==> src/rtl/insn_fetch_ctrl.sv <==
// insn_fetch_ctrl: sequential instruction fetcher for a synchronous-read
// instruction memory. Keeps at most one read in flight plus a 2-entry
// {insn, pc} output queue, so a stalled consumer never loses a word, and
// supports a one-cycle redirect that flushes everything fetched so far.
module insn_fetch_ctrl #(
    parameter int                  MEM_ADDR = 8,
    parameter int                  LEN_REG  = 32,
    parameter logic [MEM_ADDR-1:0] RESET_PC = '0
) (
    input  logic                clk,
    input  logic                rst,
    input  logic                en,
    output logic [MEM_ADDR-1:0] mem_a,
    input  logic [LEN_REG-1:0]  mem_q,
    output logic                out_valid,
    input  logic                out_ready,
    output logic [LEN_REG-1:0]  out_insn,
    output logic [MEM_ADDR-1:0] out_pc,
    input  logic                redir_valid,
    input  logic [MEM_ADDR-1:0] redir_pc
);

    localparam logic [MEM_ADDR-1:0] PC_ONE = 1;

    typedef enum logic {
        ST_RESET,
        ST_RUN
    } state_t;

    state_t r_state;
    state_t w_state_next;

    // Fetch side: address register and the single outstanding read.
    logic [MEM_ADDR-1:0] r_fetch_pc;
    logic                r_inflight;
    logic [MEM_ADDR-1:0] r_inflight_pc;

    // Output queue: two entries, head at r_rd_ptr.
    logic [LEN_REG-1:0]  r_fifo_insn [2];
    logic [MEM_ADDR-1:0] r_fifo_pc   [2];
    logic                r_rd_ptr;
    logic                r_wr_ptr;
    logic [1:0]          r_count;

    logic                w_pop;
    logic                w_push;
    logic                w_issue;
    logic [2:0]          w_occupancy;

    // State register: leaves RESET on the first clock after rst drops.
    always_ff @(posedge clk or posedge rst) begin
        if (rst) begin
            r_state <= ST_RESET;
        end else begin
            r_state <= w_state_next;
        end
    end

    // Next state and per-cycle control decode. Redirect and en only qualify
    // the controls; they never change state. Issue is not gated on RUN so
    // the first fetch happens on the first edge after reset release.
    always_comb begin
        // NOTE: every signal gets a default first so no path can infer a latch.
        w_state_next = r_state;
        w_pop        = 1'b0;
        w_push       = 1'b0;
        w_issue      = 1'b0;
        w_occupancy  = 3'd0;

        case (r_state)
            ST_RESET: w_state_next = ST_RUN;
            ST_RUN:   w_state_next = ST_RUN;
            default:  w_state_next = ST_RESET;
        endcase

        w_pop = out_valid && out_ready;
        // Slots already committed after this edge: queued + arriving - leaving.
        w_occupancy = {1'b0, r_count} + {2'b00, r_inflight} - {2'b00, w_pop};
        w_push  = r_inflight && !redir_valid;
        w_issue = en && !redir_valid && (w_occupancy < 3'd2);
    end

    // Fetch address and in-flight tracking; redirect overrides issue.
    always_ff @(posedge clk or posedge rst) begin
        // NOTE: state registers use non-blocking assignments so every block
        // samples pre-edge values regardless of evaluation order.
        if (rst) begin
            r_fetch_pc    <= RESET_PC;
            r_inflight    <= 1'b0;
            r_inflight_pc <= '0;
        end else if (redir_valid) begin
            r_fetch_pc <= redir_pc;
            r_inflight <= 1'b0;
        end else if (w_issue) begin
            r_fetch_pc    <= r_fetch_pc + PC_ONE;
            r_inflight    <= 1'b1;
            r_inflight_pc <= r_fetch_pc;
        end else begin
            r_inflight <= 1'b0;
        end
    end

    // Output queue: capture returning reads, retire accepted heads, flush on
    // redirect. A pop during redirect is still a completed transfer; the
    // flush simply discards whatever remains.
    always_ff @(posedge clk or posedge rst) begin
        if (rst) begin
            // NOTE: the two storage entries are reset on purpose so out_insn
            // and out_pc read zero while in reset; deeper arrays would not be.
            for (int i = 0; i < 2; i++) begin
                r_fifo_insn[i] <= '0;
                r_fifo_pc[i]   <= '0;
            end
            r_rd_ptr <= 1'b0;
            r_wr_ptr <= 1'b0;
            r_count  <= 2'd0;
        end else if (redir_valid) begin
            r_rd_ptr <= 1'b0;
            r_wr_ptr <= 1'b0;
            r_count  <= 2'd0;
        end else begin
            if (w_push) begin
                r_fifo_insn[r_wr_ptr] <= mem_q;
                r_fifo_pc[r_wr_ptr]   <= r_inflight_pc;
                r_wr_ptr              <= ~r_wr_ptr;
            end
            if (w_pop) begin
                r_rd_ptr <= ~r_rd_ptr;
            end
            case ({w_push, w_pop})
                2'b10:   r_count <= r_count + 2'd1;
                2'b01:   r_count <= r_count - 2'd1;
                default: r_count <= r_count;
            endcase
        end
    end

    assign mem_a     = r_fetch_pc;
    assign out_valid = (r_count != 2'd0);
    assign out_insn  = r_fifo_insn[r_rd_ptr];
    assign out_pc    = r_fifo_pc[r_rd_ptr];

endmodule

==> config.mk <==
export PLATFORM = sky130hd
export DESIGN_NAME = insn_fetch_ctrl
export DESIGN_NICKNAME = d
export VERILOG_FILES = /design/src/rtl/insn_fetch_ctrl.sv
export SDC_FILE = /design/constraint.sdc
export NUM_CORES = 1
export LEC_CHECK = 0
export ABC_AREA = 1
export CELL_PAD_IN_SITES_DETAIL_PLACEMENT = 1
export CELL_PAD_IN_SITES_GLOBAL_PLACEMENT = 1
export CORE_MARGIN = 5
export CORE_UTILIZATION = 32
export DETAILED_ROUTE_END_ITERATION = 8
export PLACE_DENSITY = 0.66
export SYNTH_ARGS = -nofsm -noshare
export SYNTH_HDL_FRONTEND = slang
export SYNTH_SLANG_ARGS = --single-unit
==> constraint.sdc <==
create_clock -name clk -period 10.8 [get_ports clk]
set_clock_uncertainty 0.05 [all_clocks]
set_input_delay 3.24 -clock clk [delete_from_list [all_inputs] [get_ports clk]]
set_output_delay 3.24 -clock clk [all_outputs]
set_load 0.005 [all_outputs]
# After elaboration in Yosys (flattened, before gate mapping)
# Index checks and enable logic that the tools add are counted.
[op_classes]
eq_ne = 2
mux = 22
bitwise_logic = 5
n_lt_le_gt_ge = 4
reduce_logical = 13
addsub = 5
[op_table]
columns = ["operator", "n"]
rows = [
  ["two-way mux 32 bit", 4],
  ["bitwise mux 64 bit", 1],
  ["two-way mux 8 bit", 6],
  ["demux 32 bit (select 1 bit)", 1],
  ["bitwise mux 16 bit", 1],
  ["adder 8 x 1 -> 8 bit (second input constant)", 1],
  ["demux 8 bit (select 1 bit)", 1],
  ["nonzero test 2 bit", 4],
  ["two-way mux 1 bit", 6],
  ["logical AND 1 bit", 5],
  ["greater-or-equal comparator 2 bit (second input constant)", 2],
  ["inverter 1 -> 2 bit", 2],
  ["one-hot mux 2 bit (2 select lines)", 1],
  ["AND reduction 2 bit", 2],
  ["adder 2 x 1 -> 3 bit", 1],
  ["< comparator 3 x 2 -> 1 bit (second input constant)", 1],
  ["inverter 1 bit", 3],
  ["nonzero test 3 bit", 1],
  ["subtractor 3 x 1 -> 3 bit", 1],
  ["adder 2 x 1 -> 2 bit (second input constant)", 1],
  ["== test 2 x 1 -> 1 bit (second input constant)", 1],
  ["== test 2 bit (second input constant)", 1],
  ["< comparator 2 x 1 -> 1 bit (second input constant)", 1],
  ["two-way mux 2 bit", 1],
  ["other kinds (2)", 2],
]
[totals]
out_inout_bits = 49
regBits = 101
in_bits = 45

# Logic depth before layout (Yosys ltp)
# Gate-level depths: netlist of run 1.
[logic_depth]
word_depth = 7
mapped_depth = 14
ltp_nobuf = 14

# Least setup slack after synthesis of run 1
# OpenSTA, ideal clock, no wires.
[synth_path]
path_kind = "in2reg"
startpoint = "input out_ready"
endpoint = "register r_fetch_pc[3] (netlist: mem_a[3])"
n_path_buf = 0
required_time_ns = 10.626
stages = 10
slack_ns = 5.689
arrival_time_ns = 4.937
cell_sequence = "nand2_1 inv_1 ha_1 or2_2 fa_1 nand3_1 nor2_4 nor2_1 nand2_1 nand3_1"
[synth_via]
elab_chain_len = 5
[synth_rtl]
columns = ["item", "line", "rtl"]
rows = [
  ["start, declared", "16", "input logic out_ready,"],
  ["logical AND 1 bit", "76", "w_pop = out_valid && out_ready;"],
  ["subtractor 3 x 1 -> 3 bit", "78", "w_occupancy = {1'b0, r_count} + {2'b00, r_inflight} - {2'b00, w_pop};"],
  ["< comparator 3 x 2 -> 1 bit", "80", "w_issue = en && !redir_valid && (w_occupancy < 3'd2);"],
  ["logical AND 1 bit", "80", ""],
  ["nonzero test 2 bit (no line)", "-", ""],
  ["end signal, assigned", "92", "r_fetch_pc <= redir_pc;"],
  ["end signal, assigned", "95", "r_fetch_pc <= r_fetch_pc + PC_ONE;"],
  ["end, declared", "34", "logic [MEM_ADDR-1:0] r_fetch_pc;"],
]
# No other way between the ends.
# A chain may end at the register's enable or synchronous reset.

# Final worst setup path of run 1
[layout_path]
startpoint = "register r_rd_ptr"
endpoint = "output out_insn[19]"
[layout_via]
elab_chain_len = 4
[layout_rtl]
columns = ["item", "line", "rtl"]
rows = [
  ["start, declared", "41", "logic r_rd_ptr;"],
  ["start signal, assigned", "128", "r_rd_ptr <= ~r_rd_ptr;"],
  ["inverter 1 -> 2 bit (not written as such)", "140", "assign out_insn = r_fifo_insn[r_rd_ptr];"],
  ["two-way mux 32 bit (not written as such) (3 in a row)", "140", ""],
  ["end, declared", "17", "output logic [LEN_REG-1:0] out_insn,"],
]
# No other way between the ends. The select of a mux whose other input is x is not followed.

==> summary.txt, run 1 <==
Outcome
  • Status: completed

Placement
  • DP HPWL: around 7800 µm
  • Placed Cells incl. Taps: between 800 and 900
  • Port bufs: 93
  • RD Place Congestion: roughly 0.75

STA
  • Fmax achieved: between 150 and 200 MHz
  • Max-slew headroom: 39.04%
  • Slew Limit Fails: 0
  • Tmin final: approximately 6 ns
  • Worst Tran Pin Value: 0.9144 ns
  • RSZ-0062 raised after global routing: false
  • Fin Setup TNS: 0 ns
  • Endpoints failing hold: 0
  • Final period util: 55.56%
  • Final setup viols: 0

Global route
  • Overall routing resource usage: between 10% and 20%
  • Vias in the first global route: roughly 4.2k
  • Gr ovfl total: 0
  • Pin count of the biggest net entering global routing: slightly above 80
  • Initial antenna violation count: 0
  • First-pass GRT wire length: 20690 µm

Layout
  • Area grow syn2layout: 28.99%
  • Final nets: around 690
  • Post-route non-filler standard cell count: approximately 830
  • Filler cell count: roughly 1.7k
  • Total inserted antenna cells: 0
  • Fin util: about two fifths
  • Layout cell share with drive strength beyond 1: 10.32%

Worst setup path
  • Slowest-stage cell, CP: dfrtp_2
  • Critical path class: flop to output port
  • CP top delay family: buffers and inverters
  • Worst Setup End Kind: output port
  • Worst Path Max Fanout: 42
  • Critical path data arrival time: approximately 2.7 ns
  • Worst path most repeated cell: nand2_1
  • Worst setup SP type: flop
  • Critical Path, Cell by Cell: inv_2 > nand2_1 > nand2_1 > clkdlybuf4s50_1
  • Critical Path Max Stage Delay: approximately 0.97 ns
  • Worst Path Required: 7.51 ns
  • Worst path bufs/invs: 2

Yosys
  • Synth warn: 0
  • Top cell type's share of synthesized area: 53.62%
  • Post-synth EDFFs: 0
  • Top_reg_cell synth: dfrtp_1
  • Netlist cell types: 22
  • Yosys top cell by area: dfrtp_1
  • Syn_area_per_cell: ~8.3 µm²
  • Post-Syn Nets: slightly above 600
  • Synth area leaders: dfrtp_1 (54%), nand2_1 (20%), o21ai_2 (7.4%), o21ai_0 (5.2%), inv_1 (4.0%)
  • Post-Syn Area: between 0.004 and 0.005 mm²
  • Sequential area share after synthesis: between 50% and 60%
  • Count leader, synth: nand2_1
  • #FFs+latches synth: 101
  • Top post-synthesis cells by count: nand2_1 (255), dfrtp_1 (101), inv_1 (50)
  • Synth Instances: 567
  • Ys async rst share: 100.0%

Route
  • Via Count: 3856
  • Post-route DRC: 0
  • Wire length per cell: about 14 µm
  • Post-DRT Antenna Nets: 0
  • Vias/cell: ~4.6
  • DRT iter0 DRCs: ~220
  • Detailed Routing Iterations Pass 1: 4
  • Final WL: ~12000 µm

Power and ir drop
  • Max IR drop VDD: approximately 82 µV
  • Pwr Density: between 200 and 300 mW/mm²
  • P_leak: between 2 and 3 nW

Floorplan
  • Chip height: between 100 and 150 µm
  • Starting Density: about a third
  • CORE AREA: 0.01448 mm²
  • IO Count: 94
  • Area of the die: approximately 0.017 mm²
  • Die Width: 131.4 µm
  • Site row count: 44

Clock tree
  • Clk pin slew, worst setup/hold paths: roughly 0.070 ns
  • Post-CTS resize count: 0
  • CTS Hold Bufs: 0
  • Clock sink count: ~100
  • TritonCTS clock tree: done
  • Clock Path Buffers: 2
  • Post-CTS setup buffers: 0
  • Num CTS Buffers: 9
  • Clock Latency Late Sink: approximately 0.34 ns
  • CTS root buf: clkbuf_16
  • H-tree depth: 3

Run
  • Max_cap viols: 0

Hold path
  • Worst Hold Class: flop to flop
## final timing paths
path / startpoint / endpoint / cells after the start / slack, ns
worst max-delay path: r_rd_ptr / out_insn[19] / 4 / 4.80
worst min-delay path: r_fifo_insn[57] / r_fifo_insn[57] / 2 / 0.43
worst max register to register: r_count[1] / mem_a[2] / 12 / 7.71
worst min register to register: r_fifo_insn[57] / r_fifo_insn[57] / 2 / 0.43
max in group asynchronous: rst / r_fifo_insn[57] / 3 / 6.28
min in group asynchronous: rst / r_count[1] / 2 / 3.26
## flip-flops by register name (all words and copies together), names as in the netlist
name,count
r_rd_ptr,1
r_fifo_insn,64
mem_a,8
r_fifo_pc,16
r_count,2
r_wr_ptr,1
r_inflight,1
r_inflight_pc,8
## worst register-to-register path: cells and delay by family (launching register included)
kind          cells  cell delay [ns]
buf+inv           2             0.15
fa+ha+maj         2             0.77
simple gates      8             1.55
flops             1             0.46
## metal layers
layer	GRT usage (%)	wire length [µm]	vias up
met3	4.167	544	9
li1	-	-	1913
met4	2.571	106	0
met2	23.08	5614	74
met1	19.15	5790	1860
met5	0	0	-
## cells by family after synthesis
family / count (synthesis) / synth area share, %
AO/OA/AOI/OAI: 93 / 13.11
flip-flops: 101 / 53.62
buffers and inverters: 82 / 8.123
XOR/XNOR: 4 / 0.7434
AND/OR/NAND/NOR: 284 / 23.44
adder cells (fa/ha/maj): 3 / 0.9556
## power by group
part           leakage (nW)  internal [W]  switching [W]
combinational          1.53      0.000315       0.000301
clock                 0.172      0.000239       0.000139
sequential             1.29      0.000542       0.000114
## layout by cell type, fill, tap and decap left out, types with 2 or more instances in the layout
master,synthesis,routed
clkdlybuf4s50_1,0,93
buf_4,2,3
dfrtp_1,101,100
clkbuf_16,0,9
xor2_1,2,2
nand3_1,19,18
nand2_1,255,255
nor2_1,6,6
xnor2_1,2,2
a21oi_1,2,2
clkbuf_8,0,2
o21ai_2,40,40
o21ai_0,49,49
bufinv_16,0,3
ha_1,2,2
inv_2,2,2
inv_1,50,49
## layout make-up
cell class | instances | area, µm² | share of cell area (%)
clock buffer | 11 | 252.7 | 4.157
clock inverter | 5 | 106.4 | 1.749
inverter | 52 | 197.7 | 3.252
multi-input combinational | 384 | 1810 | 29.78
sequential | 101 | 2529 | 41.59
tap | 184 | 230.2 | 3.787
timing repair buffer | 96 | 953.4 | 15.68
## per-stage QoR
step | power, W | area [µm²] | hold slack (ns) | setup slack [ns]
6_report | 0.001651 | 6080 | 0.4310 | 4.799
5_1_grt | 0.001786 | 6080 | 0.4546 | 4.613
4_1_cts | 0.001681 | 6080 | 0.4359 | 4.733
3_5_place_dp | 0.001289 | 5720 | 0.4182 | 4.644
3_3_place_gp | 0.001256 | 5720 | 0.4141 | 4.732
2_1_floorplan | 0.0009845 | 4713 | 0.4029 | 4.863
(Power assumes the default switching activity.)
==> inputs of run 2 (changes only) <==
Clock period 10.8 ns to 5.7 ns, I/O delays scaled along.
==> summary.txt, run 2 (same netlist as run 1, synthesis figures left out) <==
Layout
  • Most frequent cells in the layout: nand2_1 (255), dfrtp_1 (100), clkdlybuf4s50_1 (93)
  • Largest regs: r_fifo_insn: 64 flops, r_fifo_pc: 16 flops
  • Layout cell share with drive strength beyond 1: 10.45% (+0.12 points)
  • Total inserted antenna cells: 0 (unchanged)
  • FF+latch area: 0.002529 mm² (unchanged)
  • Final nets: 694 (+0.29%)
  • Number of flip-flops in the largest register: 64 (unchanged)
  • Filler cell count: 1703 (-0.53%)
  • Most common cell after layout, fill and taps aside: nand2_1
  • Area grow syn2layout: 28.88% (about the same)
  • Multi-input logic area: 0.001810 mm² (unchanged)
  • Fin util: 41.95% (about the same)
  • Post-route cell area: 0.006075 mm² (about the same)
  • Top reg by flops: r_fifo_insn

Worst setup path
  • Worst Setup SP: out_ready
  • Critical Path End: mem_a[7]
  • Worst Setup End Kind: flop
  • Register-to-register setup slack: 2.64 ns (-5.07 ns)
  • Reg-to-Reg Start: r_count[1]
  • Critical path data arrival time: 4.38 ns (+1.67 ns)
  • Critical Path Max Stage Delay: 0.50 ns (-0.47 ns)
  • Slowest-stage cell, CP: clkdlybuf4s50_1
  • Critical path class: input pin to flop
  • FF-to-FF End: mem_a[7]
  • Worst Path Required: 5.87 ns (-1.64 ns)
  • Worst reg2reg path depth: 12 (unchanged)
  • Worst Path Max Fanout: 25 (-40%)
  • Critical Path, Cell by Cell: clkdlybuf4s50_1 > nand2_1 > inv_1 > ha_1 > or2_2 > fa_1 > nand3_1 > nor2_4 > nor2_1 > nand2_1 > nand3_1
  • Worst setup SP type: input pin

Power and ir drop
  • P_leak: 2.996 nW (+0.21%)
  • Total Power Consumption: 0.003080 W (+87%)
  • Pwr Density: 507.0 mW/mm² (+87%)
  • Max IR drop VDD: 160.8 µV (+97%)

Placement
  • DP HPWL: 8076 µm (+3.9%)
  • Port bufs: 93 (unchanged)
  • RD Place Congestion: 0.7512 (-0.36%)
  • Area after DPL: 0.005748 mm² (+0.48%)

STA
  • Fin Setup TNS: 0 ns (unchanged)
  • Endpoints failing hold: 0 (unchanged)
  • Worst Tran Pin Value: 0.9182 ns (+0.003781 ns)
  • Fmax achieved: ~240 MHz
  • Final setup viols: 0 (unchanged)
  • Final period util: 73.75%
  • Final hold slack: 0.4318 ns (+0.0008060 ns)
  • RSZ-0062 raised after global routing: false
  • Max-slew headroom: 38.79% (-0.25 points)
  • Slew Limit Fails: 0 (unchanged)
  • Tmin final: 4.204 ns

Global route
  • Initial antenna violation count: 0 (unchanged)
  • Vias in the first global route: 4206 (+1.3%)
  • Gr ovfl total: 0 (unchanged)
  • Pin count of the biggest net entering global routing: 75 (-7.4%)
  • GRT Max-Usage Layer: met2
  • Overall routing resource usage: 14.13% (-0.083 points)
  • Met3 usage: 2.943% (-1.2 points)
  • First-pass GRT wire length: 20540 µm (-0.70%)
  • M1 GR Usage: 19.46% (+0.32 points)
  • Met2 Usage GRT: 22.49% (-0.59 points)

Clock tree
  • Post-CTS resize count: 0 (unchanged)
  • H-tree depth: 3 (unchanged)
  • TritonCTS clock tree: done
  • Clk pin slew, worst setup/hold paths: 0.06 ns (about the same)
  • Post-CTS setup buffers: 0 (unchanged)
  • CTS root buf: clkbuf_16
  • CTS Hold Bufs: 0 (unchanged)
  • Clock sink count: 101 (unchanged)
  • Num CTS Buffers: 9 (unchanged)
  • Clock Latency Late Sink: 0.34 ns (about the same)
  • Clock Path Buffers: 2 (unchanged)

Route
  • Post-route DRC: 0 (unchanged)
  • Via Count: 3844 (-0.31%)
  • DRT iter0 DRCs: 140 (-37%)
  • Post-DRT Antenna Nets: 0 (unchanged)
  • Detailed Routing Iterations Pass 1: 4 (unchanged)
  • Wire length per cell: 14.41 µm (-0.41%)
  • Vias/cell: 4.604 (-0.55%)
  • Final WL: 12040 µm (-0.17%)

Floorplan
  • CORE AREA: 0.01448 mm² (unchanged)
  • Die Width: 131.4 µm (unchanged)
  • Area of the die: 0.01726 mm² (unchanged)
  • IO Count: 94 (unchanged)
  • Site row count: 44 (unchanged)
  • Chip height: 131.4 µm (unchanged)
  • Starting Density: 32.55% (unchanged)

Hold path
  • Worst Hold Class: flop to flop

Run
  • Max_cap viols: 0 (unchanged)

Outcome
  • Status: completed
run 2: worst min-delay path by stage:
stage | endpoint | slack, ns | cells after the start | from
2_1_floorplan | r_fifo_insn[0] | 0.40 | 2 | r_fifo_insn[0]
3_3_place_gp | r_fifo_insn[43] | 0.41 | 2 | r_fifo_insn[43]
3_5_place_dp | r_fifo_insn[45] | 0.42 | 2 | r_fifo_insn[45]
4_1_cts | r_fifo_insn[48] | 0.44 | 2 | r_fifo_insn[48]
5_1_grt | r_fifo_pc[15] | 0.46 | 2 | r_fifo_pc[15]
6_report | r_fifo_pc[15] | 0.43 | 2 | r_fifo_pc[15]
run 2: through the flow:
stage / setup slack, ns / std cells
floorplan: 1.293 / 567
global placement: 1.180 / 819
detailed placement: 1.105 / 819
CTS: 1.465 / 835
global route: 1.269 / 835
finish: 1.496 / 835
run 2: report_power, final:
group | internal (W) | switching [W]
combinational | 0.000601 | 0.000592
clock | 0.000408 | 0.000260
sequential | 0.00103 | 0.000190
run 2: critical path: cells and delay by family:
kind | cells | cell delay (ns)
AND/OR/NAND/NOR | 7 | 1.38
adder cells (fa/ha/maj) | 2 | 0.70
buffers and inverters | 2 | 0.58
run 2: cell type report:
cell class	instances	share of cell area (%)
clock inverters	4	1.153
clock buffers	12	4.222
inverters	52	3.254
flip-flops and latches	101	41.63
multi-input cells	384	29.80
repair buffers	98	16.15
well taps	184	3.790
run 2: routing by layer:
layer	share of wire (%)	routed length, µm	up-vias
met1	47	5656	1848
met2	48	5725	74
met4	1.1	133	0
met3	4.3	519	10
met5	0	0	-
li1	-	-	1912
